**src/rtl/shift_reg_piso_tx.sv**
```systemverilog
// Parallel-in serial-out transmitter with a one-word holding buffer.
// Back-to-back words go out with no gap. sframe marks valid bits and slast marks the final bit of each word.
module shift_reg_piso_tx #(
    parameter int WIDTH     = 8,
    parameter bit MSB_FIRST = 1'b1
) (
    input  logic             clk,
    input  logic             reset,
    input  logic [WIDTH-1:0] d,
    input  logic             load_valid,
    output logic             load_ready,
    output logic             sdata,
    output logic             sframe,
    output logic             slast
);

    localparam int CNT_W = $clog2(WIDTH);
    localparam logic [CNT_W-1:0] LAST = CNT_W'(WIDTH - 1);

    typedef enum logic {IDLE, SHIFT} state_t;

    state_t           state;
    logic [WIDTH-1:0] shreg;
    logic [WIDTH-1:0] buf_data;
    logic             buf_full;
    logic [CNT_W-1:0] cnt;
    logic [CNT_W-1:0] cnt_nxt;

    logic             xfer;
    logic             do_load;
    logic             do_adv;
    logic             buf_wr;
    logic             buf_pop;
    logic [WIDTH-1:0] load_word;

    function automatic logic first_bit(input logic [WIDTH-1:0] w);
        return MSB_FIRST ? w[WIDTH-1] : w[0];
    endfunction

    function automatic logic [WIDTH-1:0] shift_out(input logic [WIDTH-1:0] w);
        return MSB_FIRST ? {w[WIDTH-2:0], 1'b0} : {1'b0, w[WIDTH-1:1]};
    endfunction

    assign load_ready = !buf_full;
    assign xfer       = load_valid && load_ready;
    assign cnt_nxt    = cnt + CNT_W'(1);

    // The buffered word wins over a bypass at the word boundary.
    // While the buffer is full, load_ready is low, so both can never apply at once.
    always_comb begin
        do_load   = 1'b0;
        do_adv    = 1'b0;
        buf_wr    = 1'b0;
        buf_pop   = 1'b0;
        load_word = d;
        case (state)
            IDLE: do_load = xfer;
            SHIFT: begin
                if (cnt == LAST) begin
                    if (buf_full) begin
                        do_load   = 1'b1;
                        buf_pop   = 1'b1;
                        load_word = buf_data;
                    end else begin
                        do_load = xfer;
                    end
                end else begin
                    do_adv = 1'b1;
                    buf_wr = xfer;
                end
            end
            default: ;
        endcase
    end

    always_ff @(posedge clk) begin
        if (reset) begin
            state    <= IDLE;
            buf_full <= 1'b0;
            cnt      <= '0;
            sdata    <= 1'b0;
            sframe   <= 1'b0;
            slast    <= 1'b0;
        end else begin
            if (do_load) begin
                state  <= SHIFT;
                cnt    <= '0;
                sdata  <= first_bit(load_word);
                sframe <= 1'b1;
                slast  <= 1'b0;
            end else if (do_adv) begin
                cnt   <= cnt_nxt;
                sdata <= first_bit(shift_out(shreg));
                slast <= (cnt_nxt == LAST);
            end else if (state == SHIFT) begin
                state  <= IDLE;
                cnt    <= '0;
                sdata  <= 1'b0;
                sframe <= 1'b0;
                slast  <= 1'b0;
            end
            if (buf_wr)
                buf_full <= 1'b1;
            else if (buf_pop)
                buf_full <= 1'b0;
        end
    end

    // Data registers carry no reset; their contents only matter once a load qualifies them.
    always_ff @(posedge clk) begin
        if (do_load)
            shreg <= load_word;
        else if (do_adv)
            shreg <= shift_out(shreg);
        if (buf_wr)
            buf_data <= d;
    end

endmodule

```
**config.mk**
```make
export PLATFORM = sky130hd
export DESIGN_NAME = shift_reg_piso_tx
export DESIGN_NICKNAME = d
export VERILOG_FILES = /design/src/rtl/shift_reg_piso_tx.sv
export SDC_FILE = /design/constraint.sdc
export NUM_CORES = 1
export LEC_CHECK = 0
export ABC_AREA = 1
export BUFFER_PORTS_ARGS = -buffer_cell sky130_fd_sc_hd__buf_2
export CORE_MARGIN = 3
export CORE_UTILIZATION = 54
export DETAILED_ROUTE_END_ITERATION = 10
export PLACE_DENSITY = 0.79
export SLEW_MARGIN = 25
export SYNTH_ARGS = -nofsm -noshare
export SYNTH_HDL_FRONTEND = slang
export SYNTH_SLANG_ARGS = --single-unit
```
**constraint.sdc**
```tcl
create_clock -name clk -period 2.2 [get_ports clk]
set_clock_uncertainty 0.15 [all_clocks]
set_input_delay 0.22 -clock clk [delete_from_list [all_inputs] [get_ports clk]]
set_output_delay 0.22 -clock clk [all_outputs]
set_load 0.01 [all_outputs]
```
# Word-level counts from Yosys, hierarchy flattened
# Cells that the tools add are included.
op_classes:
  add_sub_neg: 1
  n_eq_ne: 3
  muxes: 27
  bitwise_logic: 1
  n_reduce_logical: 9
ops:
  columns: ["op", "count"]
  rows:
  - ["8-bit two-way mux", 3]
  - ["1-bit two-way mux", 19]
  - ["7-bit two-way mux", 2]
  - ["2-bit nonzero test", 4]
  - ["3-bit equality test (second input constant)", 2]
  - ["3-bit two-way mux", 2]
  - ["3-bit by 1-bit adder with 3-bit output (second input constant)", 1]
  - ["3-bit nonzero test", 1]
  - ["2-bit != test (second input constant)", 1]
  - ["1-bit one-hot mux with 2 select lines", 1]
  - ["2-bit AND reduction", 1]
  - ["2-bit OR reduction", 1]
  - ["1-bit logical AND", 1]
  - ["1-bit zero test", 1]
  - ["1-bit inverter", 1]
totals:
  regBits: 23
  output_inout_bits: 4
  elab_cells: 49

# Depth between registers and ports, before layout
logic_depth:
  depth_word: 7
  ltp_mapped: 11
  mapped_depth_nobuf: 9

# Least setup slack after synthesis
# OpenSTA, ideal clock, no wires.
synth_path:
  kind: "reg-to-reg"
  startpoint: "register cnt[0]"
  endpoint: "register buf_data[0] (enable)"
  t_arrival_ns: 1.385
  required_ns: 1.676
  setup_slack_ns: 0.292
  stages_incl_launch_ff: 7
  n_path_buf: 1
  period_less_slack_ns: 1.908
  path_cell_list: "dfxtp_1 -> ha_1 -> ha_1 -> buf_2 -> nor2_2 -> inv_2 -> nor2_1"
synth_between:
  elab_chain_cells: 3
synth_rtl:
  columns: ["element", "line_no", "rtl"]
  rows:
  - ["start: declaration", "26", "logic [CNT_W-1:0] cnt;"]
  - ["start signal: assignment", "92", "cnt <= cnt_nxt;"]
  - ["3-bit equality test", "59", "if (cnt == LAST) begin"]
  - ["1-bit two-way mux", "59", null]
  - ["1-bit two-way mux", "56", "case (state)"]
  - ["via buf_wr", "32", "logic buf_wr;"]
  - ["end signal: assignment", "116", "buf_data <= d;"]
  - ["end: declaration", "24", "logic [WIDTH-1:0] buf_data;"]
# The timed path passes the listed nets, and every way through them passes these cells.
# A chain may end at the register's enable or synchronous reset.

# Worst setup path after layout
layout_path:
  startpoint: "register cnt[1]"
  endpoint: "register shreg[3] (data pin)"
layout_between:
  elab_chain_cells: 4
  word_cells_on_any_way: 6
  classes_between: "eq/ne (1); mux (5)"
layout_rtl:
  columns: ["element", "line_no", "rtl"]
  rows:
  - ["3-bit equality test *", "59", null]
  - ["1-bit two-way mux or 8-bit two-way mux (tied branches)", "59", null]
  - ["1-bit one-hot mux with 2 select lines or 8-bit two-way mux (tied branches)", "56", null]
  - ["7-bit two-way mux *", "111", "if (do_load)"]
  - ["end signal: assignment", "112", "shreg <= load_word;"]
  - ["end signal: assignment", "114", "shreg <= shift_out(shreg);"]
  - ["end: declaration", "23", "logic [WIDTH-1:0] shreg;"]
# Every way passes the cells marked *; elsewhere a longest branch is shown, timed or not.

==> impl_metrics.csv <==
group,metric,value,unit
sta,worstMarginPinSlew,0.388,ns
final_layout,n_antenna_cell,0,
sta,final-setup-viol-count,0,
final_layout,fillers,136,
floorplan,fp-row-count,15,
sta,min_period,1.97,ns
final_layout,area_growth,18.4,%
drt,drc,0,
power_and_ir_drop,p_total,0.863,mW
worst_setup_path,cp_data_required_time,2.13,ns
global_route,grt_util_met3,2.97,%
synthesis,synth.distinct_cells,17,
floorplan,die_w,50.2,um
synthesis,ys_warn_count,0,
global_route,met1_usage,25.9,%
worst_setup_path,critPathMaxFanout,11,
final_layout,layout_commonest_cell,"a21oi_1",
sta,fmax,507,MHz
global_route,grt_max_degree,14,
synthesis,synth_nets,123,
worst_setup_path,r2r_cells,5,
clock_tree,clock_path_buffers,2,
global_route,grt_pass1_vias,797,
synthesis,synth_area,1050,um2
sta,finalWorstSetupSlack,0.227,ns
synthesis,netlist_instances,108,
global_route,grt_pass1_wl,3.51,mm
synthesis,synth-seq-cells,23,
global_route,overflow,0,
final_layout,final_nets,148,
worst_setup_path,start_kind,"flip-flop",
worst_setup_path,cp.buffers_inverters,0,
final_layout,layout_common_cells,"a21oi_1, edfxtp_1, buf_2, nor2_1, nand2_1",
worst_setup_path,crit_chain,"ha_1 -> ha_1 -> nand3_1 -> a21oi_1 -> a21oi_1",
global_route,busiest_layer,"met2",
worst_setup_path,path_delay_family,"adder cells",
place,post_dp_cell_area,1130,um2
clock_tree,cts_root_buffer,"clkbuf_4",
clock_tree,cts-buffers-inserted,3,
worst_setup_path,path_class,"reg2reg",
worst_setup_path,max_stage_delay,0.38,ns
floorplan,start_util,59.2,%
sta,tns,0,ns
power_and_ir_drop,cellPowerDensity,691,nW/um2
sta,rsz0062_at_grt,"no",
final_layout,final_cell_area,1250,um2
power_and_ir_drop,power.ir.vdd_worst,541,uV
worst_setup_path,crit_arrival,1.91,ns
worst_setup_path,r2r_slack,0.23,ns
clock_tree,cts_resized,0,
drt,wl,2.10,mm
floorplan,dieArea,2520,um2
clock_tree,cts_tree,"done",
synthesis,ys_seq_area_share,57.9,%
drt,postRouteAntennaNets,0,
place,numPortBuffers,14,
final_layout,drive_gt1_share,23.5,%
worst_setup_path,rr_endpoint,"shreg[3]",
worst_setup_path,cp-startpoint,"cnt[1]",
clock_tree,clk_latency,0.31,ns
floorplan,core,1780,um2
worst_hold_path,min-delay-path-class,"in2reg",
drt,wl_per_cell,13.4,um
sta,hold_viol_final,0,
drt,vias,865,
clock_tree,cts.sinks,23,
power_and_ir_drop,p_leak,0.514,nW
status,status,"completed",
global_route,grt_usage,18.6,%
place,place_congestion,0.818,
worst_setup_path,r2r_start,"cnt[1]",
global_route,met2_usage,27.8,%
drt,drt_iter0_markers,51,
place,dpl.hpwl,1.45,mm
worst_setup_path,cp_num_cells,5,
floorplan,ios,15,
global_route,antenna_found_initial,0,
sta,relSlewSlack,74.0,%
clock_tree,path_clk_slew,0.13,ns
drt,via_per_inst,5.51,
sta,fin_crit_sh,89.7,%
clock_tree,htree_levels,1,
worst_setup_path,endpoint,"shreg[3]",
floorplan,die_h,50.2,um
synthesis,avgSynthCellArea,9.77,um2
place,place_ws,0.238,ns
worst_setup_path,end_kind,"flip-flop",
worst_setup_path,cp_slowest_cell,"dfxtp_1",
sta,maxSlewViolCount,0,
flow_run,max_cap_viol_count,0,
drt,drt-pass1-iter-count,4,
-- sequential cells by signal, summed over array words and instances (netlist names) --
signal    cells
sdata         1
slast         1
buf_full      1
sframe        1
state         1
shreg         7
cnt           3
buf_data      8
-- routing by layer --
layer	routed length (um)	share of wire [%]
met2	1000	48
met3	174	8.3
met4	34	1.6
met5	0	0
met1	885	42
-- cell usage after synthesis --
cell / n / share of area [%]
edfxtp_1: 15 / 43
ha_1: 4 / 4.7
nand2_1: 13 / 4.6
nand4_1: 7 / 4.2
nor2_2: 1 / 0.59
nor2_1: 13 / 4.6
buf_2: 2 / 0.95
nand3_1: 3 / 1.4
inv_1: 6 / 2.1
or2_1: 1 / 0.59
buf_4: 1 / 0.71
inv_2: 4 / 1.4
a21oi_1: 20 / 9.5
buf_6: 2 / 2.1
nand2_2: 6 / 3.6
dfxtp_1: 8 / 15
o21ai_0: 2 / 0.95
-- worst register-to-register path, stage by stage (launching register included) --
cell	delay, ns
dfxtp_1	0.38
ha_1	0.19
ha_1	0.32
nand3_1	0.35
a21oi_1	0.27
a21oi_1	0.08
-- logic make-up after synthesis --
logic type	after synthesis	share of synthesized area [%]
buffers and inverters	15	7.35
AND/OR/NAND/NOR	44	19.6
adder cells (fa/ha/maj)	4	4.75
AO/OA/AOI/OAI	22	10.4
flip-flops	23	57.9
-- area by class of cell --
cell class | instances | area, um2 | share of cell area (%)
sequential | 23 | 611 | 48.9
multi-input combinational | 70 | 367 | 29.4
timing repair buffer | 25 | 175 | 14.0
inverter | 10 | 37.5 | 3.01
tap | 25 | 31.3 | 2.51
clock buffer | 3 | 22.5 | 1.80
clock inverter | 1 | 5.00 | 0.401
-- metrics by stage --
| step | std cells | utilization, % | hold WS [ns] |
|---|---|---|---|
| final | 157 | 70.0 | 0.197 |
| after global placement | 144 | 63.4 | 0.263 |
| after global routing | 157 | 70.0 | 0.192 |
| after CTS | 157 | 70.0 | 0.193 |
| after floorplan | 108 | - | 0.139 |
| after detailed placement | 144 | 63.4 | 0.265 |
-- report_power, final --
part           switching, mW  internal, mW
logic                 0.0849        0.0542
registers             0.0192         0.508
clock network          0.129        0.0680
total                  0.233         0.631
-- worst min path at each step --
stage	from	end	slack, ns	depth (start not counted)
after floorplan	reset	sframe	0.14	1
after global placement	d[7]	buf_data[7]	0.26	1
after detailed placement	d[6]	buf_data[6]	0.26	1
after CTS	load_valid	buf_data[5]	0.19	3
after global routing	load_valid	buf_data[5]	0.19	3
final	load_valid	buf_data[5]	0.20	3
-- timing repair --
item	CTS	global route
hold buffers	9	0
endpoints found under the hold margin	11	0
buffers inserted	0	0
Note: power is estimated with default switching activity, not from simulation.
